===== src/rtl/mem_load_driver.sv =====
// Host-to-core tile loader: accepts words over a valid/ready handshake and turns them into registered memory write strobes.
// Optional running checksum of loaded words is built only when LOAD_CHECKSUM_EN is defined.
module mem_load_driver #(
  parameter int IO_DATA_WIDTH = 16,
  parameter int COUNT_WIDTH   = 16
) (
  input  logic                     clk,
  input  logic                     arst_n_in,
  input  logic [IO_DATA_WIDTH-1:0] in_addr,
  input  logic [IO_DATA_WIDTH-1:0] in_data,
  input  logic [1:0]               in_kind,
  input  logic                     in_last,
  input  logic                     in_valid,
  output logic                     in_ready,
  output logic [IO_DATA_WIDTH-1:0] a_input,
  output logic [IO_DATA_WIDTH-1:0] b_input,
  output logic                     int_mem_we,
  output logic                     overlap_cache_we,
  output logic                     data_ready,
  input  logic                     fsm_done,
  output logic [COUNT_WIDTH-1:0]   load_count,
  output logic                     kind_err,
  output logic [IO_DATA_WIDTH-1:0] load_checksum,
  output logic [1:0]               dbg_state_o
);

  typedef enum logic [1:0] {
    ST_LOAD  = 2'd0,
    ST_FLUSH = 2'd1,
    ST_READY = 2'd2
  } state_e;

  state_e                   state_q, state_d;
  logic                     in_ready_q;
  logic                     data_ready_q;
  logic [IO_DATA_WIDTH-1:0] a_q, b_q;
  logic [IO_DATA_WIDTH-1:0] addr_map;
  logic                     int_we_q, oc_we_q;
  logic [COUNT_WIDTH-1:0]   count_q;
  logic                     kind_err_q;
  logic                     accept;
  logic                     done_exit;

  // Handshake: a word transfers on a rising edge where in_valid and in_ready
  // are both high; in_ready is only ever high while loading, so the host must
  // hold its word through FLUSH and READY.
  always_comb begin
    accept    = in_valid && in_ready_q;
    done_exit = (state_q == ST_READY) && fsm_done;
    state_d   = state_q;
    case (state_q)
      ST_LOAD:  if (accept && in_last) state_d = ST_FLUSH;
      ST_FLUSH: state_d = ST_READY;
      ST_READY: if (fsm_done) state_d = ST_LOAD;
      default:  state_d = ST_LOAD;
    endcase
  end

  always_comb begin
    addr_map = '0;
    case (in_kind)
      2'b00:   addr_map = {2'b00, in_addr[13:0]};
      2'b01:   addr_map = {1'b1, 6'b000000, in_addr[8:0]};
      2'b10:   addr_map = {8'h00, in_addr[7:0]};
      default: addr_map = '0;
    endcase
  end

  always_ff @(posedge clk or negedge arst_n_in) begin
    if (!arst_n_in) begin
      state_q      <= ST_LOAD;
      in_ready_q   <= 1'b0;
      data_ready_q <= 1'b0;
      a_q          <= '0;
      b_q          <= '0;
      int_we_q     <= 1'b0;
      oc_we_q      <= 1'b0;
      count_q      <= '0;
      kind_err_q   <= 1'b0;
    end else begin
      state_q      <= state_d;
      in_ready_q   <= (state_d == ST_LOAD);
      data_ready_q <= (state_d == ST_READY);
      int_we_q     <= 1'b0;
      oc_we_q      <= 1'b0;
      if (accept) begin
        // Reserved kind is counted but never written, so the bus holds its last write.
        case (in_kind)
          2'b00, 2'b01: begin
            a_q      <= addr_map;
            b_q      <= in_data;
            int_we_q <= 1'b1;
          end
          2'b10: begin
            a_q     <= addr_map;
            b_q     <= in_data;
            oc_we_q <= 1'b1;
          end
          default: kind_err_q <= 1'b1;
        endcase
      end
      if (done_exit)
        count_q <= '0;
      else if (accept)
        count_q <= count_q + COUNT_WIDTH'(1);
    end
  end

`ifdef LOAD_CHECKSUM_EN
  logic [IO_DATA_WIDTH-1:0] csum_q;

  always_ff @(posedge clk or negedge arst_n_in) begin
    if (!arst_n_in)
      csum_q <= '0;
    else if (done_exit)
      csum_q <= '0;
    else if (accept)
      csum_q <= csum_q + in_data;
  end

  assign load_checksum = csum_q;
`else
  assign load_checksum = '0;
`endif

  // Upper address bits are outside every target memory's range.
  logic unused_addr_bits;
  assign unused_addr_bits = ^in_addr[IO_DATA_WIDTH-1:14];

  assign in_ready         = in_ready_q;
  assign data_ready       = data_ready_q;
  assign a_input          = a_q;
  assign b_input          = b_q;
  assign int_mem_we       = int_we_q;
  assign overlap_cache_we = oc_we_q;
  assign load_count       = count_q;
  assign kind_err         = kind_err_q;
  assign dbg_state_o      = state_q;

endmodule


===== config.mk =====
export PLATFORM = sky130hd
export DESIGN_NAME = mem_load_driver
export DESIGN_NICKNAME = d
export VERILOG_FILES = /design/src/rtl/mem_load_driver.sv
export SDC_FILE = /design/constraint.sdc
export NUM_CORES = 1
export LEC_CHECK = 0
export ABC_AREA = 1
export CAP_MARGIN = 30
export CORE_ASPECT_RATIO = 1.25
export CORE_UTILIZATION = 46
export CTS_BUF_LIST = sky130_fd_sc_hd__clkbuf_4
export DETAILED_ROUTE_END_ITERATION = 12
export PLACE_DENSITY = 0.95
export SETUP_SLACK_MARGIN = 0.4
export SLEW_MARGIN = 25
export SYNTH_ARGS = -nofsm -noshare
export SYNTH_HDL_FRONTEND = slang
export SYNTH_SLANG_ARGS = --single-unit

===== constraint.sdc =====
create_clock -name clk -period 1.8 [get_ports clk]
set_input_delay 0.54 -clock clk [delete_from_list [all_inputs] [get_ports clk]]
set_output_delay 0.54 -clock clk [all_outputs]
set_load 0.01 [all_outputs]

* After elaboration in Yosys (flattened, before gate mapping) *
Cells that the tools add are included.

operators by class
  eq/ne operators = 5
  reduce and logical (&&, ||, !) cells = 11
  multiplexer cells = 10
  add/sub/neg operators = 1
  bitwise gates (word level) = 1

operators with widths
  operator                 count
  $pmux W16 S3             1
  $mux W16                 2
  $add A16 B1 Y16 const B  1
  $eq A2 B2 Y1 const B     3
  $logic_not A2 Y1         3
  $pmux W2 S3              1
  $eq A2 B1 Y1 const B     2
  $mux W1                  4
  $mux W2                  2
  $reduce_and A2 Y1        2
  $logic_and A1 B1 Y1      3
  $reduce_or A3 Y1         1
  $reduce_bool A2 Y1       1
  $reduce_or A2 Y1         1
  $not A1 Y1               1

storage, ports and cells
  register bits after elaboration = 55
  logic and storage cells = 37
  output and inout port bits = 71

* Depth between registers and ports, before layout *
  word-level depth = 5
  mapped depth = 8
  gate-level depth less buffers = 8

* Worst setup path after synthesis *
No wires, ideal clock.

  kind = reg2reg
  start = register count_q[1], in the netlist load_count[1]
  end = register count_q[12], in the netlist load_count[12]
  setup slack = 531 ps
  required time = 1683 ps
  data arrival time = 1152 ps
  cell stages (with the launch flop) = 9
  setup time = 117 ps
  cell sequence = dfrtp_1 ha_1 nand3_1 nor2_1 nand2_1 nor2_1 nand2_1 nand2_1 nor2_1

between the ends
  cells in the longest elaborated chain, start to end = 3

ends and longest elaborated chain
  element                   RTL line  text
  start: declaration        39        logic [COUNT_WIDTH-1:0] count_q;
  start signal: assignment  105       count_q <= count_q + COUNT_WIDTH'(1);
  $add A16 B1 Y16           105
  $mux W16                  104       else if (accept)
  $mux W16                  102       if (done_exit)

No other way between the ends. The select of a mux whose other input is x is not followed.
A chain may end at the register's enable or synchronous reset.

* Final worst setup path *
  start = register b_q[6], in the netlist b_input[6]
  end = output port b_input[6]

RTL lines
  element                   RTL line  text
  start: declaration        36        logic [IO_DATA_WIDTH-1:0] a_q, b_q;
  start signal: assignment  91        b_q <= in_data;
  start signal: assignment  96        b_q <= in_data;
  end: declaration          16        output logic [IO_DATA_WIDTH-1:0] b_input,

No word-level cell between the ends.

==> impl_metrics.toml <==
[yosys]
yosysSeqAreaShare_pct = 56.3
synth_top_cell_area_share_pct = 56.3
synth_cells = 277
yosysTopAreaCell = "dfrtp_1"
synth_seq_cells = 54
yosys.area_share.simple_pct = 26.5
synthAdderAreaFrac_pct = 0.521
muxShareOfSynthArea_pct = 0
yosys-top-cells-area = "dfrtp_1 56%, nand2_1 16%, buf_4 5.3%"
ys_types = 24
synth_xor_area_share_pct = 0
syn_area_per_cell_um2 = 8.66
synth_top_family_by_area = "simple AND/OR/NAND/NOR gates"
yosysWarnings = 0
syn_area_mm2 = 0.00240
synth_compound_area_share_pct = 7.25

[outcome]
status = "finished, final reports clean"

[flow_run]
cap_violations = 0

[place]
gp_congestion = 0.824
numPortBuffers = 90
postPlaceCellArea_mm2 = 0.00338
hpwlAfterDp_mm = 4.12
placed_cells = 431

[timing]
period_share_pct = 81.9
setup_tns_ns = 0
max_freq_mhz = 678
fin_skew_ns = 0.00749
period_needed_ns = 1.47
hold_viol = 0
setup_viol = 0
grt_setup_unrepaired = "yes"
drv_slew = 0

[floorplanning]
start_util_pct = 47.6
core_region_area_mm2 = 0.00504
die_width_um = 66.6
die_area_mm2 = 0.00551
io_pins = 110
num_rows = 29
die_h_um = 82.8

[global_routing]
track_usage_pct = 22.3
grt_max_degree = 55
grt_pass1_vias = 2159
antenna_found_initial = 0
overflow = 0
grt_pass1_wl_mm = 9.21

[worst_setup_path]
path_delay_family = "flip-flops"
worstPathRequired_ns = 1.26
critPathKind = "reg2out"
cp_cell_sequence = "buf_2"
endpoint_kind = "output pin"
startpoint_type = "register"
r2r_cells = 9
critPathMaxFanout = 2
crit_slowest_cell = "dfrtp_1"
critical_path_depth = 1
arrival_ns = 0.93
cpPeakStageDelay_ns = 0.43
critPathBufInv = 1

[clock_network]
clock-sinks = 54
htree_levels = 2
clk_latency_ns = 0.37
cts-buffers-inserted = 5
cts_buffer_depth = 2
holdBufCountCts = 0
cts_root_buf = "clkbuf_4"
clkTransAtPathRegs_ns = 0.14
cts_tree = "yes"

[finish]
layout_commonest_cell = "nand2_1"
fillerInstances = 364
fin_nets = 452
fin_util_pct = 71.6
diodes = 0
areaGrowthSynthToFinish_pct = 50.5
drive_above_1_share_pct = 31.5
stdcell_count = 475
fin_area_mm2 = 0.00361
final_cell_mix = "101 x nand2_1, 54 x dfrtp_1, 43 x buf_2"

[pwr]
swShare_pct = 35.2
pwr-share-seq_pct = 41.1
p_per_area_mw_per_mm2 = 1230
netSwitchingPower_mw = 1.57
fin_total_pwr_mw = 4.46
combPwrFrac_pct = 43.7
power_leakage_nw = 1.93
clock_power_share_pct = 15.2
internal-power_mw = 2.89
ir_drop_mv = 1.02

[routing]
vias = 2272
wl_mm = 6.18
drt_iter0_markers = 80
antenna_left = 0
drt_pre_antenna_iters = 4
vias_per_cell = 4.78
remaining_drc_errors = 0
wl_per_cell_um = 13.0

[min_path]
hp-class = "in2async"
flip-flops by register name, summed over array words and instances (netlist names):
name              flops
b_input              16
load_count           16
a_input              15
dbg_state_o           2
data_ready            1
in_ready              1
int_mem_we            1
kind_err              1
overlap_cache_we      1
layer usage:
| layer | routed length (um) | track usage (%) | vias to the layer above | part of all wire, % |
|---|---|---|---|---|
| li1 | - | - | 1098 | - |
| met1 | 2280 | 24.7 | 1064 | 37 |
| met2 | 3350 | 40.4 | 99 | 54 |
| met3 | 452 | 6.32 | 11 | 7.3 |
| met4 | 100 | 7.87 | 0 | 1.6 |
| met5 | 0 | 0 | - | 0 |
path summary, 6_finish.rpt:
path | from | slack (ns) | to
max | b_input[6] | 0.33 | b_input[6]
min | arst_n_in | 0.14 | b_input[5]
max reg2reg | load_count[1] | 0.44 | load_count[14]
min reg2reg | b_input[13] | 0.50 | b_input[13]
max in group asynchronous | arst_n_in | 1.42 | b_input[15]
min in group clk | b_input[13] | 0.50 | b_input[13]
synth_stat cells, drive strengths merged:
master and number:
nand2 107, dfrtp 54, nor2 34, buf 23, inv 16, a21oi 11
nand3 8, o21ai 6, a32o 5, nor3 3, o21bai 3, a22o 1
and2 1, clkbuf 1, conb 1, ha 1, nand4 1, o21a 1
power by group through the flow:
stage | Clock [mW] | Sequential [mW] | Combinational, mW
floorplan | 0 | 2.03 | 0.580
global placement | 0 | 1.86 | 1.80
detailed placement | 0 | 1.86 | 1.85
CTS | 0.690 | 1.81 | 1.70
global route | 0.738 | 1.87 | 2.14
finish | 0.677 | 1.83 | 1.95
layout make-up:
type,instances,area (um2),area share (%)
Clock buffer,6,45.0,1.25
Sequential cell,54,1350,37.4
Timing Repair Buffer,136,1090,30.1
Tap cell,62,77.6,2.15
Clock inverter,2,37.5,1.04
Multi-Input combinational cell,199,953,26.4
Inverter,16,60.1,1.66
cells by family after synthesis:
group | after synthesis
AO/OA/AOI/OAI | 27
flip-flops | 54
adder cells (fa/ha/maj) | 1
AND/OR/NAND/NOR | 154
buffers and inverters | 40
other | 1
what timing repair did:
item / in CTS / in global routing
setup buffers: 24 / 12
gates cloned: 0 / 0
pin swaps: 1 / 3
endpoints found under the setup margin: 91 / 59
resized for setup: 227 / 19
worst register-to-register path: stages, from the launching register on:
cell     delay (ns)
dfrtp_1        0.40
buf_4          0.15
ha_4           0.15
nand3_4        0.09
nor2_4         0.13
nand2_2        0.10
inv_2          0.08
nand3_1        0.07
nand2_1        0.07
nor2_1         0.04
metrics by stage:
stage	worst slack [ns]	hold slack (ns)
global route	0.270	0.127
global placement	-0.0559	0.462
detailed placement	-0.0996	0.469
finish	0.326	0.145
CTS	0.314	0.151
floorplan	0.531	0.244
No activity file was read; power rests on OpenSTA's default activity.
